**src/rtl/ahb_arbiter.sv**
```systemverilog
// AHB bus arbiter: round-robin grant with master 0 as default owner, grant hold
// for fixed-length bursts and locked sequences, registered HGRANT/HMASTER/HMASTLOCK.
module ahb_arbiter #(
  parameter int NUM_MASTERS = 3
) (
  input  logic                   HMASTCLOCK,
  input  logic                   reset,
  input  logic [NUM_MASTERS-1:0] HBUSREQ,
  input  logic [NUM_MASTERS-1:0] HLOCK,
  input  logic [1:0]             HTRANS,
  input  logic [2:0]             HBURST,
  input  logic                   HREADY,
  output logic [NUM_MASTERS-1:0] HGRANT,
  output logic [1:0]             HMASTER,
  output logic                   HMASTLOCK
);

  localparam logic [1:0] TR_IDLE   = 2'b00;
  localparam logic [1:0] TR_BUSY   = 2'b01;
  localparam logic [1:0] TR_NONSEQ = 2'b10;
  localparam logic [1:0] TR_SEQ    = 2'b11;
  localparam logic [NUM_MASTERS-1:0] GRANT_M0 = {{(NUM_MASTERS-1){1'b0}}, 1'b1};

  typedef enum logic [1:0] {ST_ARB, ST_BURST, ST_LOCKED} state_t;

  state_t                 state_reg;
  logic [NUM_MASTERS-1:0] grant_reg;
  logic [1:0]             master_reg;
  logic                   mastlock_reg;
  logic [3:0]             cnt_reg;
  logic                   unlock_seen_reg;

  logic [1:0]             gidx;
  logic [2:0]             cand;
  logic [NUM_MASTERS-1:0] rr_onehot;
  logic [NUM_MASTERS-1:0] sel_onehot;
  logic                   owner_lock;
  logic                   owner_hlock;
  logic                   sel_lock;
  logic                   burst_start;
  logic [3:0]             burst_len;
  logic                   do_arb;

  assign HGRANT    = grant_reg;
  assign HMASTER   = master_reg;
  assign HMASTLOCK = mastlock_reg;

  always_comb begin
    gidx = 2'd0;
    for (int i = 0; i < NUM_MASTERS; i++) begin
      if (grant_reg[i]) gidx = gidx | 2'(i);
    end
  end

  // Descending offsets so the nearest requester after the owner wins; no requester leaves master 0.
  always_comb begin
    rr_onehot = GRANT_M0;
    cand      = 3'd0;
    for (int k = NUM_MASTERS; k >= 1; k--) begin
      cand = {1'b0, gidx} + 3'(k);
      if (cand >= 3'(NUM_MASTERS)) cand = cand - 3'(NUM_MASTERS);
      if (HBUSREQ[cand[1:0]]) rr_onehot = GRANT_M0 << cand[1:0];
    end
  end

  // An owner that is requesting with HLOCK keeps the bus and becomes the locked master.
  assign owner_hlock = |(HLOCK & grant_reg);
  assign owner_lock  = |(HLOCK & HBUSREQ & grant_reg);
  assign sel_onehot  = owner_lock ? grant_reg : rr_onehot;
  assign sel_lock    = |(HLOCK & sel_onehot);

  assign burst_start = (state_reg == ST_ARB) && (HTRANS == TR_NONSEQ) &&
                       (HBURST[2:1] != 2'b00) && !owner_lock;

  always_comb begin
    case (HBURST[2:1])
      2'b01:   burst_len = 4'd3;
      2'b10:   burst_len = 4'd7;
      default: burst_len = 4'd15;
    endcase
  end

  always_comb begin
    do_arb = 1'b0;
    if (HREADY) begin
      case (state_reg)
        ST_ARB:    do_arb = !burst_start;
        ST_BURST:  do_arb = ((HTRANS == TR_SEQ) && (cnt_reg <= 4'd1)) ||
                            (HTRANS == TR_IDLE) || (HTRANS == TR_NONSEQ);
        ST_LOCKED: do_arb = unlock_seen_reg;
        default:   do_arb = 1'b1;
      endcase
    end
  end

  always_ff @(posedge HMASTCLOCK) begin
    if (reset) begin
      state_reg       <= ST_ARB;
      grant_reg       <= GRANT_M0;
      master_reg      <= 2'd0;
      mastlock_reg    <= 1'b0;
      cnt_reg         <= 4'd0;
      unlock_seen_reg <= 1'b0;
    end else if (HREADY) begin
      master_reg   <= gidx;
      mastlock_reg <= owner_hlock;
      if (do_arb) begin
        grant_reg       <= sel_onehot;
        state_reg       <= sel_lock ? ST_LOCKED : ST_ARB;
        cnt_reg         <= 4'd0;
        unlock_seen_reg <= 1'b0;
      end else begin
        case (state_reg)
          ST_ARB: begin
            state_reg <= ST_BURST;
            cnt_reg   <= burst_len;
          end
          ST_BURST: begin
            if (HTRANS == TR_SEQ) cnt_reg <= cnt_reg - 4'd1;
          end
          ST_LOCKED: begin
            if (!owner_hlock) unlock_seen_reg <= 1'b1;
          end
          default: state_reg <= ST_ARB;
        endcase
      end
    end
  end

  logic unused_busy;
  assign unused_busy = (TR_BUSY == 2'b01);

endmodule
```
**config.mk**
```make
export PLATFORM = sky130hd
export DESIGN_NAME = ahb_arbiter
export DESIGN_NICKNAME = d
export VERILOG_FILES = /design/src/rtl/ahb_arbiter.sv
export SDC_FILE = /design/constraint.sdc
export NUM_CORES = 1
export LEC_CHECK = 0
export CAP_MARGIN = 0
export CORE_UTILIZATION = 53
export DETAILED_ROUTE_END_ITERATION = 16
export GPL_ROUTABILITY_DRIVEN = 0
export PLACE_DENSITY = 0.79
export RECOVER_POWER = 25
export SYNTH_ARGS = -nofsm -noshare
export SYNTH_HDL_FRONTEND = slang
export SYNTH_SLANG_ARGS = --single-unit
```
**constraint.sdc**
```tcl
create_clock -name HMASTCLOCK -period 3.05 [get_ports HMASTCLOCK]
set_input_delay 0.7625 -clock HMASTCLOCK [delete_from_list [all_inputs] [get_ports HMASTCLOCK]]
set_output_delay 0.7625 -clock HMASTCLOCK [all_outputs]
set_load 0.02 [all_outputs]
```
Word level (Yosys, flattened, before mapping)
Index checks and enable logic that the tools add are counted.
{"block": "word_totals", "ramBits": 0, "out_inout_bits": 6, "regBits": 13, "elab_cells": 84, "latch_bits": 0, "rom_bits": 0, "mem_count": 0, "in_bits": 14}
{"block": "op_classes", "add_sub_neg": 7, "n_reduce_logical": 21, "shift": 3, "multipliers": 0, "magnitude_cmp": 7, "muxes": 27, "eq_ne": 9, "div": 0, "bitwise_logic": 4}
{"op": "4-bit case mux with 2 select lines", "n": 2}
{"op": "3-bit bitwise AND", "n": 4}
{"op": "2-bit two-way mux", "n": 6}
{"op": "3-bit two-way mux", "n": 4}
{"op": "3-bit by 2-bit greater-or-equal comparator with 1-bit output (second input constant)", "n": 3}
{"op": "2-bit by 3-bit < comparator with 1-bit output (second input constant)", "n": 3}
{"op": "3-bit OR reduction", "n": 3}
{"op": "1-bit by 2-bit << shifter with 3-bit output (first input constant)", "n": 3}
{"op": "2-bit == test (second input constant)", "n": 4}
{"op": "1-bit two-way mux", "n": 8}
{"op": "4-bit two-way mux", "n": 2}
{"op": "2-bit by 2-bit adder with 3-bit output (second input constant)", "n": 2}
{"op": "1-bit binary-select mux with 2-bit select", "n": 3}
{"op": "3-bit AND reduction", "n": 2}
{"op": "2-bit subtractor (second input constant)", "n": 3}
{"op": "2-bit by 1-bit == test with 1-bit output (second input constant)", "n": 2}
{"op": "4-bit by 1-bit less-or-equal comparator with 1-bit output (second input constant)", "n": 1}
{"op": "1-bit logical AND", "n": 4}
{"op": "2-bit zero test", "n": 2}
{"op": "2-bit by 1-bit inequality test with 1-bit output (second input constant)", "n": 2}
{"op": "2-bit case mux with 2 select lines", "n": 1}
{"op": "2-bit AND reduction", "n": 2}
{"op": "2-bit nonzero test", "n": 2}
{"op": "4-bit by 1-bit subtractor with 4-bit output (second input constant)", "n": 1}
{"op": "other kinds (7)", "n": 9}

Depth between registers and ports, before layout
Gate-level depths: netlist (run 1).
{"block": "depth", "depth_word": 15, "mapped_depth": 11, "ltp_nobuf": 8}

Least setup slack after synthesis (run 1)
No wires, ideal clock.
{"block": "synth_timing", "kind": "register -> register", "from": "reg grant_reg[1] (netlist: HGRANT[1])", "to": "reg state_reg[1]", "arrival_ps": 2461, "slack_ps": 469, "synth_period_minus_slack_ps": 2581, "stages_incl_launch_ff": 11, "n_path_buf": 2, "setup_ps": 120, "required_time_ps": 2930, "cell_sequence": "dfxtp_1 > buf_2 > inv_1 > ha_1 > clkbuf_2 > and4b_1 > o41ai_1 > and4_1 > a2111oi_4 > a22o_1 > a211o_1"}
{"block": "synth_via", "elab_chain_cells": 15, "word_cells_on_any_way": 40, "cone_classes": "6 x add/sub; 3 x order compare; 1 x eq/ne; 3 x shift; 19 x mux; 2 x bitwise; 6 x reduce/logical"}
{"item": "start, declared", "line_no": "27", "source": "logic [NUM_MASTERS-1:0] grant_reg;"}
{"item": "start signal, assigned", "line_no": "108", "source": "grant_reg <= sel_onehot;"}
{"item": "1-bit two-way mux", "line_no": "51", "source": "if (grant_reg[i]) gidx = gidx | 2'(i);"}
{"item": "2-bit two-way mux", "line_no": "51"}
{"item": "2-bit by 2-bit adder with 3-bit output", "line_no": "60", "source": "cand = {1'b0, gidx} + 3'(k);"}
{"item": "3-bit by 2-bit greater-or-equal comparator with 1-bit output / 2-bit subtractor (equally long branches)", "line_no": "61", "source": "if (cand >= 3'(NUM_MASTERS)) cand = cand - 3'(NUM_MASTERS);"}
{"item": "2-bit two-way mux", "line_no": "61"}
{"item": "1-bit binary-select mux with 2-bit select", "line_no": "62", "source": "if (HBUSREQ[cand[1:0]]) rr_onehot = GRANT_M0 << cand[1:0];"}
{"item": "1-bit two-way mux (not written as such)", "line_no": "62"}
{"item": "3-bit two-way mux (3 in a row)", "line_no": "62"}
{"item": "3-bit two-way mux", "line_no": "69", "source": "assign sel_onehot = owner_lock ? grant_reg : rr_onehot;"}
{"item": "3-bit bitwise AND", "line_no": "70", "source": "assign sel_lock = |(HLOCK & sel_onehot);"}
{"item": "3-bit OR reduction", "line_no": "70"}
{"item": "2-bit two-way mux", "line_no": "109", "source": "state_reg <= sel_lock ? ST_LOCKED : ST_ARB;"}
{"item": "2-bit two-way mux", "line_no": "107", "source": "if (do_arb) begin"}
{"item": "end signal, assigned", "line_no": "109"}
{"item": "end, declared", "line_no": "26", "source": "state_t state_reg;"}
Several ways; a longest one is shown, not always the timed one. The select of a mux whose other input is x is not followed.
A chain may end at the register's enable or synchronous reset.

Worst setup path after layout (run 1)
{"block": "layout_timing", "from": "in HBUSREQ[0]", "to": "reg cnt_reg[0]"}
{"block": "layout_via", "elab_chain_cells": 10, "word_cells_on_any_way": 12, "cone_classes": "1 x eq/ne; 3 x mux; 2 x bitwise; 6 x reduce/logical"}
{"item": "start, declared", "line_no": "8", "source": "input logic [NUM_MASTERS-1:0] HBUSREQ,"}
{"item": "3-bit bitwise AND * (2 in a row)", "line_no": "68", "source": "assign owner_lock = |(HLOCK & HBUSREQ & grant_reg);"}
{"item": "3-bit OR reduction *", "line_no": "68"}
{"item": "1-bit zero test *", "line_no": "73", "source": "(HBURST[2:1] != 2'b00) && !owner_lock;"}
{"item": "1-bit logical AND *", "line_no": "73"}
{"item": "1-bit zero test *", "line_no": "87", "source": "ST_ARB: do_arb = !burst_start;"}
{"item": "1-bit case mux with 3 select lines *", "line_no": "86", "source": "case (state_reg)"}
{"item": "1-bit two-way mux *", "line_no": "85", "source": "if (HREADY) begin"}
{"item": "3-bit inequality test (no line) / 3-bit nonzero test (equally long branches)"}
{"item": "3-bit AND reduction (no line)"}
{"item": "end signal, assigned", "line_no": "116", "source": "cnt_reg <= burst_len;"}
{"item": "end signal, assigned", "line_no": "119", "source": "if (HTRANS == TR_SEQ) cnt_reg <= cnt_reg - 4'd1;"}
{"item": "end, declared", "line_no": "30", "source": "logic [3:0] cnt_reg;"}
Mark *: on every way between the ends. The rest lies on a longest branch, timed or not.

==> impl_metrics.ini, run 1 <==
[clock_tree]
clk_latency_ns = 0.28
htree_levels = 1
post_cts_buffers = 0
cts.sink_count = 13
numCtsBuffers = 3
clk_path_buf_depth = 2
root_buffer = clkbuf_4
hold_buffers = 0
cts.clk_slew.worst_paths_ns = 0.08
cts_tree = done
cts.repair.resized = 0

[finish]
utilization_pct = 65.45
drive_gt1_share_pct = 9.697
antenna_cells = 0
area_growth_pct = 17.30
largest_reg_flops = 4
final_nets = 194

[run_status]
status = complete, no violations

[placed_design]
detailed_place_hpwl_um = 2151
post-place-ws_ns = 0.1985
io_buffers = 18

[floorplan]
rows = 17
coreArea_um2 = 2191
die_y_um = 50.03
start_util_pct = 55.80
die_area_um2 = 2503
fp.dieW_um = 50.03
io_pins = 20

[worst_setup_path]
crit_chain = clkdlybuf4s50_1 > nand3_1 > nand3_1 > o21ai_4 > a21oi_1 > or2_2 > a211oi_1
crit_fanout = 11
timing.reg2reg.setup_slack_ns = 0.47
required_ns = 3.25
crit_slowest_cell = clkdlybuf4s50_1
startpoint = HBUSREQ[0]
r2r-start = HGRANT[1]$_SDFFE_PP0P_
crit_path_end = cnt_reg[0]$_SDFFE_PP0P_
critPathArrivalTime_ns = 2.82
crit_top_cell = nand3_1
r2r.worst_path.cells = 8
crit_path_end_kind = flip-flop
critical_path_class = in2reg
cp-start-kind = input port
cpPeakStageDelay_ns = 0.58
reg2reg_to = state_reg[1]$_SDFFE_PP0P_

[power]
powerDensity_nw_per_um2 = 599.7
power_mw = 0.8599
peakVddDrop_v = 0.0003836
p_leak_nw = 0.5643

[synth]
synth.avg_cell_area_um2 = 8.149
synthArstFlopShare_pct = 0
synth-seq-cells = 13
dominantRegCellSynth = dfxtp_1
synthesis.area_um2 = 1222
synth_edf_count = 0
synth_seq_area_share_pct = 21.29
synth_cell_types = 50
yosysWarnings = 0
syn_inst = 150
synth_area_leaders = dfxtp_1 (21%), ha_1 (14%), a21oi_1 (4.5%)
syn_nets = 178
yosysMostFrequentCell = ha_1
synth_area_leader_cell = dfxtp_1
synth_commonest_cells = ha_1 (14), dfxtp_1 (13), nor2_1 (12)
yosysTopAreaCellShare_pct = 21.29

[drt]
routedWlPerCell_um = 13.98
drt_pass1_iterations = 4
routed_via_density = 5.912
ant_nets = 0
initialDrtViolationCount = 16
vias = 1141
drc = 0
routed_wl_um = 2698

[grt]
busiest_layer = met2
grtUsageMet1_pct = 23.84
use_met3_pct = 2.160
antenna_found_initial = 0
gr-total-overflow = 0
grt_pass1_vias = 1041
grt_first_pass_wirelength_um = 4450
grt.total_usage_pct = 22.91
grt_use_met2_pct = 46.67
grt_max_degree = 18

[timing]
hold_viol_final = 0
maxSlewHeadroom_pct = 66.98
fin_setup_tns_ns = 0
setup_viol = 0
timing.final.max_slew_violations = 0
holdWs_ns = 0.4840
rsz0062_at_grt = no
min_period_ns = 2.621
max_slew.worst_pin.slew_ns = 0.4953
final.setup.worst_slack_ns = 0.4292
max_freq_mhz = 381.6
skew_ns = 0.003121
finalCritPeriodShare_pct = 85.93

[min_path]
hold_path.class = reg2reg
hp-start = unlock_seen_reg$_SDFFE_PP0P_
worstHoldPathCells = 2

[flow_run]
maxCapViolCount = 0
[per-stage QoR]
stage	area, µm²	cells
3_3_place_gp	1406	189
6_report	1434	193
5_1_grt	1434	193
2_1_floorplan	1222	150
4_1_cts	1434	193
3_5_place_dp	1406	189
[cells by family after synthesis]
kind of cell | after synthesis | synth area share (%)
mux | 6 | 5.118
flops | 13 | 21.29
fa+ha+maj | 14 | 14.33
buf+inv | 21 | 7.779
simple gates | 50 | 23.44
compound gates | 46 | 28.05
[worst min-delay path by stage]
stage                                   end  slack [ns]
2_1_floorplan  unlock_seen_reg$_SDFFE_PP0P_        0.44
3_3_place_gp   unlock_seen_reg$_SDFFE_PP0P_        0.45
3_5_place_dp   unlock_seen_reg$_SDFFE_PP0P_        0.47
4_1_cts        unlock_seen_reg$_SDFFE_PP0P_        0.49
5_1_grt             cnt_reg[3]$_SDFFE_PP0P_        0.53
6_report       unlock_seen_reg$_SDFFE_PP0P_        0.48
[routing by layer]
layer | part of all wire [%] | wire length [µm]
met3 | 2.3 | 61
met5 | 0 | 0
met2 | 54 | 1470
met4 | 1.0 | 27
met1 | 42 | 1139
[report_power, final]
group          switching [mW]  leakage, nW  internal [mW]
logic                   0.297        0.440          0.223
clock network          0.0585       0.0177         0.0487
registers              0.0287        0.106          0.204
[area by class of cell]
cell class | instances | area, µm²
Clock inverter | 1 | 5.005
Timing Repair Buffer | 21 | 202.7
Inverter | 11 | 41.29
Tap cell | 28 | 35.03
Sequential cell | 13 | 260.3
Fill cell | 191 | 757.0
Clock buffer | 3 | 22.52
Multi-Input combinational cell | 116 | 867.1
[layout by cell type, fill, tap and decap left out, types with 2 or more instances in the layout]
cell type	instances
clkdlybuf4s50_1	16
ha_1	14
dfxtp_1	13
nor2_1	12
inv_1	11
a21oi_1	11
nand3_1	8
o21ai_0	7
a211oi_1	5
nand2_1	4
mux2i_1	4
o21bai_1	4
nor3_1	4
clkbuf_4	3
buf_4	3
nand2b_1	2
mux2_2	2
nor3b_1	2
o211ai_1	2
a22o_1	2
nor4_1	2
nor2b_1	2
or3_1	2
a31oi_1	2
dlygate4sd3_1	2
[worst max-delay path: cells and delay by family]
family	cells	cell delay (ns)
compound gates	3	0.63
buf+inv	1	0.58
simple gates	3	0.85
(Power assumes the default switching activity.)
==> run 2, diff against run 1 <==
Settings changed: CORE_MARGIN set to 2.
==> impl_metrics.ini, run 2 (synthesis results as in run 1) <==
[clock_tree]
cts.sink_count = 13
hold_buffers = 0
cts_tree = done
root_buffer = clkbuf_4
cts.repair.resized = 0
htree_levels = 1
post_cts_buffers = 0
clk_latency_ns = 0.28
numCtsBuffers = 3
clk_path_buf_depth = 2
cts.clk_slew.worst_paths_ns = 0.08

[finish]
drive_gt1_share_pct = 9.697
antenna_cells = 0
final_nets = 194
area_growth_pct = 17.30
final_cell_mix = clkdlybuf4s50_1 (16), ha_1 (14), dfxtp_1 (13), nor2_1 (12)
utilization_pct = 65.45
largest_reg_flops = 4
layout_commonest_cell = clkdlybuf4s50_1
instances_no_fill = 193

[timing]
skew_ns = 0.003566
rsz0062_at_grt = no
setup_viol = 0
hold_viol_final = 0
fin_setup_tns_ns = 0
max_slew.worst_pin.slew_ns = 0.4997
finalCritPeriodShare_pct = 86.49
min_period_ns = 2.638
maxSlewHeadroom_pct = 66.69
final.setup.worst_slack_ns = 0.4122
max_freq_mhz = 379.1
timing.final.max_slew_violations = 0

[worst_setup_path]
required_ns = 3.25
crit_chain = clkdlybuf4s50_1 > nand3_1 > nand3_1 > o21ai_4 > a21oi_1 > or2_2 > a211oi_1
crit_top_cell = nand3_1
cp_top_family = simple AND/OR/NAND/NOR gates
critical_path_class = in2reg
critPathArrivalTime_ns = 2.83
crit_slowest_cell = clkdlybuf4s50_1
crit_path_end_kind = flip-flop
cp-start-kind = input port
path_buf_inv = 1
cpPeakStageDelay_ns = 0.59
crit_fanout = 11

[floorplan]
fp.dieW_um = 52.03
start_util_pct = 55.80
coreArea_um2 = 2191
die_area_um2 = 2707
rows = 17
die_y_um = 52.03
io_pins = 20

[run_status]
status = complete, no violations

[drt]
routed_wl_um = 2687
initialDrtViolationCount = 20
routedWlPerCell_um = 13.92
routed_via_density = 5.938
vias = 1146
ant_nets = 0
drt_pass1_iterations = 4
drc = 0

[grt]
grt.total_usage_pct = 21.12
grt_pass1_vias = 1059
antenna_found_initial = 0
gr-total-overflow = 0
grt_first_pass_wirelength_um = 4381
grt_max_degree = 18

[placed_design]
dp_cells = 189
detailed_place_hpwl_um = 2121
post-place-ws_ns = 0.1685
io_buffers = 18

[power]
p_leak_nw = 0.5643
powerDensity_nw_per_um2 = 599.2
peakVddDrop_v = 0.0003815

[flow_run]
maxCapViolCount = 0

[min_path]
hold_path.class = reg2reg
==> run 2: cell counts in the layout (fill, tap and decap cells not counted) <==
Identical to the previous run, type by type.
==> run 2: area by class of cell <==
class                      count  area (µm²)
fill                         188       757.0
clock buffer                   3       22.52
sequential                    13       260.3
clock inverter                 1       5.005
multi-input combinational    116       867.1
tap                           28       35.03
inverter                      11       41.29
timing repair buffer          21       202.7
==> run 2: per-layer routing <==
metal	wire length, µm	track usage [%]	vias to the layer above
met5	0	0	-
met4	17	8.772	0
met3	78	2.011	2
met2	1423	39.03	22
met1	1168	24.42	539
li1	-	-	583
==> run 2: tightest hold or removal path: stages (launching register included) <==
cell     delay, ns
dfxtp_1       0.31
o21ai_0       0.06
a21oi_1       0.06
==> run 2: path summary, 6_finish.rpt <==
check | from | end | slack (ns) | cells after the start
worst max register to register | HGRANT[1]$_SDFFE_PP0P_ | state_reg[1]$_SDFFE_PP0P_ | 0.53 | 8
worst max-delay path | HBUSREQ[0] | cnt_reg[0]$_SDFFE_PP0P_ | 0.41 | 7
worst min register to register | cnt_reg[3]$_SDFFE_PP0P_ | cnt_reg[3]$_SDFFE_PP0P_ | 0.48 | 2
worst min-delay path | cnt_reg[3]$_SDFFE_PP0P_ | cnt_reg[3]$_SDFFE_PP0P_ | 0.48 | 2
==> run 2: through the flow <==
stage | hold slack, ns | power, mW | instance area [µm²]
6_report | 0.4784 | 0.8592 | 1434
5_1_grt | 0.5180 | 0.9277 | 1434
3_5_place_dp | 0.4655 | 0.7532 | 1406
4_1_cts | 0.4788 | 0.8641 | 1434
2_1_floorplan | 0.4371 | 0.6348 | 1222
3_3_place_gp | 0.4541 | 0.7370 | 1406
==> run 2: report_power, final <==
part | internal, mW | switching (mW)
clock network | 0.0486 | 0.0585
registers | 0.204 | 0.0288
logic | 0.223 | 0.296
